==> src/rtl/pipelined_addsub_if.sv <==
// Handshake bundle for pipelined_addsub: operand beat in, result beat out.
// slave = the arithmetic unit, master = the producer/consumer driving it.
interface pipelined_addsub_if #(
  parameter int unsigned WIDTH  = 16,
  parameter int unsigned FLAG_W = 4
);
  logic              in_valid;
  logic              in_ready;
  logic [WIDTH-1:0]  in_a;
  logic [WIDTH-1:0]  in_b;
  logic              in_sub;
  logic              out_valid;
  logic              out_ready;
  logic [WIDTH-1:0]  out_y;
  logic [FLAG_W-1:0] out_flags;

  modport slave (
    input  in_valid, in_a, in_b, in_sub, out_ready,
    output in_ready, out_valid, out_y, out_flags
  );

  modport master (
    output in_valid, in_a, in_b, in_sub, out_ready,
    input  in_ready, out_valid, out_y, out_flags
  );
endinterface

==> src/rtl/pipelined_addsub.sv <==
// Two-stage pipelined adder/subtractor with {V,B,N,Z} flags and valid/ready handshake.
// Optional ADDSUB_SATURATE_EN clamps signed overflow to the signed limit.
module pipelined_addsub #(
  parameter int unsigned WIDTH  = 16,
  parameter int unsigned FLAG_W = 4
) (
  input  logic               clk,
  input  logic               rst_n,
  pipelined_addsub_if.slave  bus
);
  localparam int unsigned MSB = WIDTH - 1;

  logic              adv;
  logic              s1_valid;
  logic [WIDTH-1:0]  s1_a;
  logic [WIDTH-1:0]  s1_b;
  logic              s1_sub;
  logic              out_valid_q;
  logic [WIDTH-1:0]  y_q;
  logic [FLAG_W-1:0] flags_q;

  logic [WIDTH-1:0]  bop;
  logic [WIDTH:0]    sum;
  logic [WIDTH-1:0]  s_raw;
  logic              carry;
  logic              ovf;
  logic              borrow;
  logic [WIDTH-1:0]  y_next;
  logic [FLAG_W-1:0] flags_next;

  // Whole pipe advances together; a stalled output freezes stage 1 as well.
  assign adv          = !out_valid_q || bus.out_ready;
  assign bus.in_ready = adv;
  assign bus.out_valid = out_valid_q;
  assign bus.out_y     = y_q;
  assign bus.out_flags = flags_q;

  always_comb begin
    bop    = s1_sub ? ~s1_b : s1_b;
    sum    = {1'b0, s1_a} + {1'b0, bop} + {{WIDTH{1'b0}}, s1_sub};
    s_raw  = sum[WIDTH-1:0];
    carry  = sum[WIDTH];
    borrow = s1_sub ? ~carry : carry;
    ovf    = (s1_a[MSB] == bop[MSB]) && (s_raw[MSB] != s1_a[MSB]);
`ifdef ADDSUB_SATURATE_EN
    if (ovf)
      y_next = s1_a[MSB] ? {1'b1, {(WIDTH-1){1'b0}}} : {1'b0, {(WIDTH-1){1'b1}}};
    else
      y_next = s_raw;
`else
    y_next = s_raw;
`endif
    flags_next = {ovf, borrow, y_next[MSB], (y_next == '0)};
  end

  always_ff @(posedge clk or negedge rst_n) begin
    if (!rst_n) begin
      s1_valid <= 1'b0;
      s1_a     <= '0;
      s1_b     <= '0;
      s1_sub   <= 1'b0;
    end else if (adv) begin
      s1_valid <= bus.in_valid;
      s1_a     <= bus.in_a;
      s1_b     <= bus.in_b;
      s1_sub   <= bus.in_sub;
    end
  end

  always_ff @(posedge clk or negedge rst_n) begin
    if (!rst_n) begin
      out_valid_q <= 1'b0;
      y_q         <= '0;
      flags_q     <= '0;
    end else if (adv) begin
      out_valid_q <= s1_valid;
      y_q         <= y_next;
      flags_q     <= flags_next;
    end
  end
endmodule
==> src/flat_wrapper.sv <==
// flat-port wrapper written by rule: the top's interface ports become plain ports
module pipelined_addsub_flat 
#(
  parameter int unsigned WIDTH  = 16,
  parameter int unsigned FLAG_W = 4
)
  (clk, rst_n, bus_in_valid, bus_in_a, bus_in_b, bus_in_sub, bus_out_ready, bus_in_ready, bus_out_valid, bus_out_y, bus_out_flags);
  pipelined_addsub_if #(.WIDTH(WIDTH), .FLAG_W(FLAG_W)) bus_i ();
  input  logic clk;
  input  logic rst_n;
  input wire logic [$bits(bus_i.in_valid)-1:0] bus_in_valid;
  input wire logic [$bits(bus_i.in_a)-1:0] bus_in_a;
  input wire logic [$bits(bus_i.in_b)-1:0] bus_in_b;
  input wire logic [$bits(bus_i.in_sub)-1:0] bus_in_sub;
  input wire logic [$bits(bus_i.out_ready)-1:0] bus_out_ready;
  output wire logic [$bits(bus_i.in_ready)-1:0] bus_in_ready;
  output wire logic [$bits(bus_i.out_valid)-1:0] bus_out_valid;
  output wire logic [$bits(bus_i.out_y)-1:0] bus_out_y;
  output wire logic [$bits(bus_i.out_flags)-1:0] bus_out_flags;
  assign bus_i.in_valid = bus_in_valid;
  assign bus_i.in_a = bus_in_a;
  assign bus_i.in_b = bus_in_b;
  assign bus_i.in_sub = bus_in_sub;
  assign bus_i.out_ready = bus_out_ready;
  assign bus_in_ready = bus_i.in_ready;
  assign bus_out_valid = bus_i.out_valid;
  assign bus_out_y = bus_i.out_y;
  assign bus_out_flags = bus_i.out_flags;
  pipelined_addsub #(.WIDTH(WIDTH), .FLAG_W(FLAG_W)) u_core (.clk(clk), .rst_n(rst_n), .bus(bus_i));
endmodule
==> config.mk <==
export PLATFORM = sky130hd
export DESIGN_NAME = pipelined_addsub_flat
export DESIGN_NICKNAME = d
export VERILOG_FILES = /design/src/rtl/pipelined_addsub_if.sv /design/src/rtl/pipelined_addsub.sv /design/src/flat_wrapper.sv
export SDC_FILE = /design/constraint.sdc
export NUM_CORES = 1
export LEC_CHECK = 0
export CAP_MARGIN = 20
export CORE_MARGIN = 4
export CORE_UTILIZATION = 52
export DETAILED_ROUTE_END_ITERATION = 8
export PLACE_DENSITY = 0.92
export SYNTH_ARGS = -nofsm -noshare
export SYNTH_HDL_FRONTEND = slang
export SYNTH_SLANG_ARGS = --single-unit
==> constraint.sdc <==
create_clock -name clk -period 4.2 [get_ports clk]
set_input_delay 0.84 -clock clk [delete_from_list [all_inputs] [get_ports clk]]
set_output_delay 0.84 -clock clk [all_outputs]
set_load 0.02 [all_outputs]
==> out/results.tsv <==
metric	value	unit
numClockSinks	54	
dieArea	0.00695	sq mm
grt_max_degree	55	
grt_use_total	18.7	%
startpoint_type	flop	
core	0.00551	sq mm
yosys.area.top_type_share	45.7	%
syn-cell-area	0.00295	sq mm
via_per_inst	5.26	
synth_fp_nets	382	
synth_area_leaders	dfrtp_1 (46%), nand2_1 (16%), ha_1 (7.2%)	
final-setup-viol-count	0	
hp-class	flop to flop	
start_util	53.6	%
n_fill_cell	432	
clockRootBuffer	clkbuf_8	
ys_seq_area_share	45.7	%
ys_ff_latch	54	
drive_above_1_share	7.59	%
wire_per_inst	13.7	microns
synth_cell_types	44	
fin_crit	3420	ps
async_flop_share	100	%
skew	2.89	ps
max_cap_viol_count	0	
critPathArrivalTime	3620	ps
fp.dieW	83.4	microns
final_hold_viol_count	0	
ir_drop	0.000308	V
max_freq	0.292	GHz
grt_pass1_vias	2342	
status	complete, no violations	
antenna_found_initial	0	
slew_viol_final	0	
grt_pass1_wl	10900	microns
vias	2387	
netlist_instances	327	
cts_inserted_buffers	5	
crit_path_end_kind	flop	
drt-total-wl	6230	microns
overflow	0	
num_rows	27	
path_class	flop to flop	
antenna-diode-count	0	
avgSynthCellArea	9.03	sq um
first_pass_iters	4	
dp_hpwl	4620	microns
cts_setup_buffers	0	
die_h	83.4	microns
synth_flop_cell	dfrtp_1	
hold_buffers	0	
p_leak	0.00178	uW
ios	59	
yosysWarnings	0	
synth_edf_count	0	
fin_setup_tns	0	ps
cp.required	4400	ps
totalPowerFinal	2150	uW
period_share	81.5	%
drc	0	
h-tree-depth	2	
gp_congestion	0.837	
rsz0062_at_grt	no	
syn2layout_area_growth	25.9	%
clkSlewWorstSetupHoldPaths	90	ps
clock_latency	300	ps
tightest_slew	596	ps
first_iter_violations	114	
synth_top_area_cell	dfrtp_1	
p_per_area	578	mW/mm^2
cts-resized-gates	0	
nets	436	
drtAntennaViolNets	0	
io_buffers	58	
cts_max_path_buffers	2	
worst-r2r-setup-slack	780	ps
cts_tree	done	
slew-limit-headroom	60.2	%
cp_max_fo	12	
## placed cells by master, fill, tap and decap left out, drive strengths merged, types with 3 or more instances in the layout
cell | synthesis | layout
buf | 5 | 5
a21oi | 11 | 11
inv | 3 | 3
clkdlybuf4s50 | 0 | 57
nor2 | 14 | 14
nand2 | 129 | 129
a31oi | 3 | 3
nor3 | 3 | 3
xnor2 | 11 | 11
dfrtp | 54 | 54
mux2 | 6 | 6
clkbuf | 10 | 8
o31ai | 3 | 3
a211oi | 3 | 3
xor2 | 18 | 18
o21ai | 8 | 8
ha | 17 | 17
a21o | 5 | 5
## synth_stat cells, types with 2 or more instances
| master | number |
|---|---|
| xnor2_1 | 11 |
| o21bai_1 | 2 |
| ha_1 | 17 |
| a211oi_1 | 3 |
| buf_1 | 4 |
| xor2_1 | 18 |
| o21ai_0 | 4 |
| dfrtp_1 | 54 |
| mux2_2 | 5 |
| a21oi_1 | 10 |
| o31ai_1 | 3 |
| clkbuf_1 | 10 |
| o21ai_1 | 3 |
| a21o_1 | 5 |
| nand2_1 | 129 |
| a2111oi_0 | 2 |
| nor3_1 | 3 |
| a31oi_4 | 2 |
| nor2_1 | 14 |
| inv_1 | 2 |
| nor4_1 | 2 |
| a31o_1 | 2 |
## state kept, by name, summed over array words and instances, names as in the netlist
signal	flops
u_core.s1_b	16
u_core.s1_a	16
u_core.s1_sub	1
u_core.bus.out_flags	4
u_core.s1_valid	1
u_core.bus.out_y	15
u_core.bus.out_valid	1
## through the flow
step	setup WS (ps)	hold slack [ps]	cell area (sq um)	util, %	std cells
2_1_floorplan	769	430	2950	-	327
3_3_place_gp	963	444	3590	65.2	445
3_5_place_dp	875	456	3590	65.2	445
4_1_cts	799	479	3700	67.2	453
5_1_grt	472	507	3720	67.6	454
6_report	779	474	3720	67.6	454
## area by class of cell
type                            instances  area, sq um  area share (%)
Clock buffer                            8          110            2.96
Timing Repair Buffer                   62          618            16.6
Inverter                                3         11.3           0.303
Multi-Input combinational cell        255         1540            41.4
Sequential cell                        54         1350            36.3
Tap cell                               72         90.1            2.42
## worst paths after layout
check                                     endpoint       startpoint  cells past startpoint
setup / recovery           u_core.bus.out_flags[0]    u_core.s1_sub                     11
hold / removal                     u_core.s1_valid  u_core.s1_valid                      2
setup reg to reg           u_core.bus.out_flags[0]    u_core.s1_sub                     11
hold reg to reg                    u_core.s1_valid  u_core.s1_valid                      2
max in group asynchronous          u_core.s1_b[11]            rst_n                      2
min in group asynchronous           u_core.s1_b[4]            rst_n                      1
## report_power, final
group	total (uW)	leakage, uW	switching [uW]	internal [uW]
Combinational	1090	0.00108	592	500
Clock	326	0.0000575	159	167
Sequential	734	0.000645	82.6	651
Total	2150	0.00178	833	1320
## cell families (layout without fill, tap and decap cells)
family / after synthesis / count (layout) / share of synthesized area [%]
and+or+nand+nor: 159 / 159 / 22.2
DFF: 54 / 54 / 45.7
AOI/OAI and AO/OA: 43 / 43 / 10.8
xor gates and xnor gates: 29 / 29 / 8.60
adders and majority gates: 18 / 18 / 7.88
buffers and inverters: 18 / 73 / 2.41
muxes: 6 / 6 / 2.41
## worst max-delay path, cell delays in order (launching register included)
cell      delay, ps
dfrtp_1         530
buf_4           300
xor2_1          140
fa_1            470
a211oi_1        340
o21bai_1        130
a21oi_1         190
xnor2_1          90
or4_1           520
nor4_1          190
nand4_1         150
o31ai_1         250
## per-layer routing
layer	vias up	wire length [microns]	track usage, %
met1	1120	2620	22.3
li1	1188	-	-
met5	-	0	0
met2	68	3120	34.0
met3	11	364	3.67
met4	0	126	5.20
Note: power is estimated with default switching activity, not from simulation.
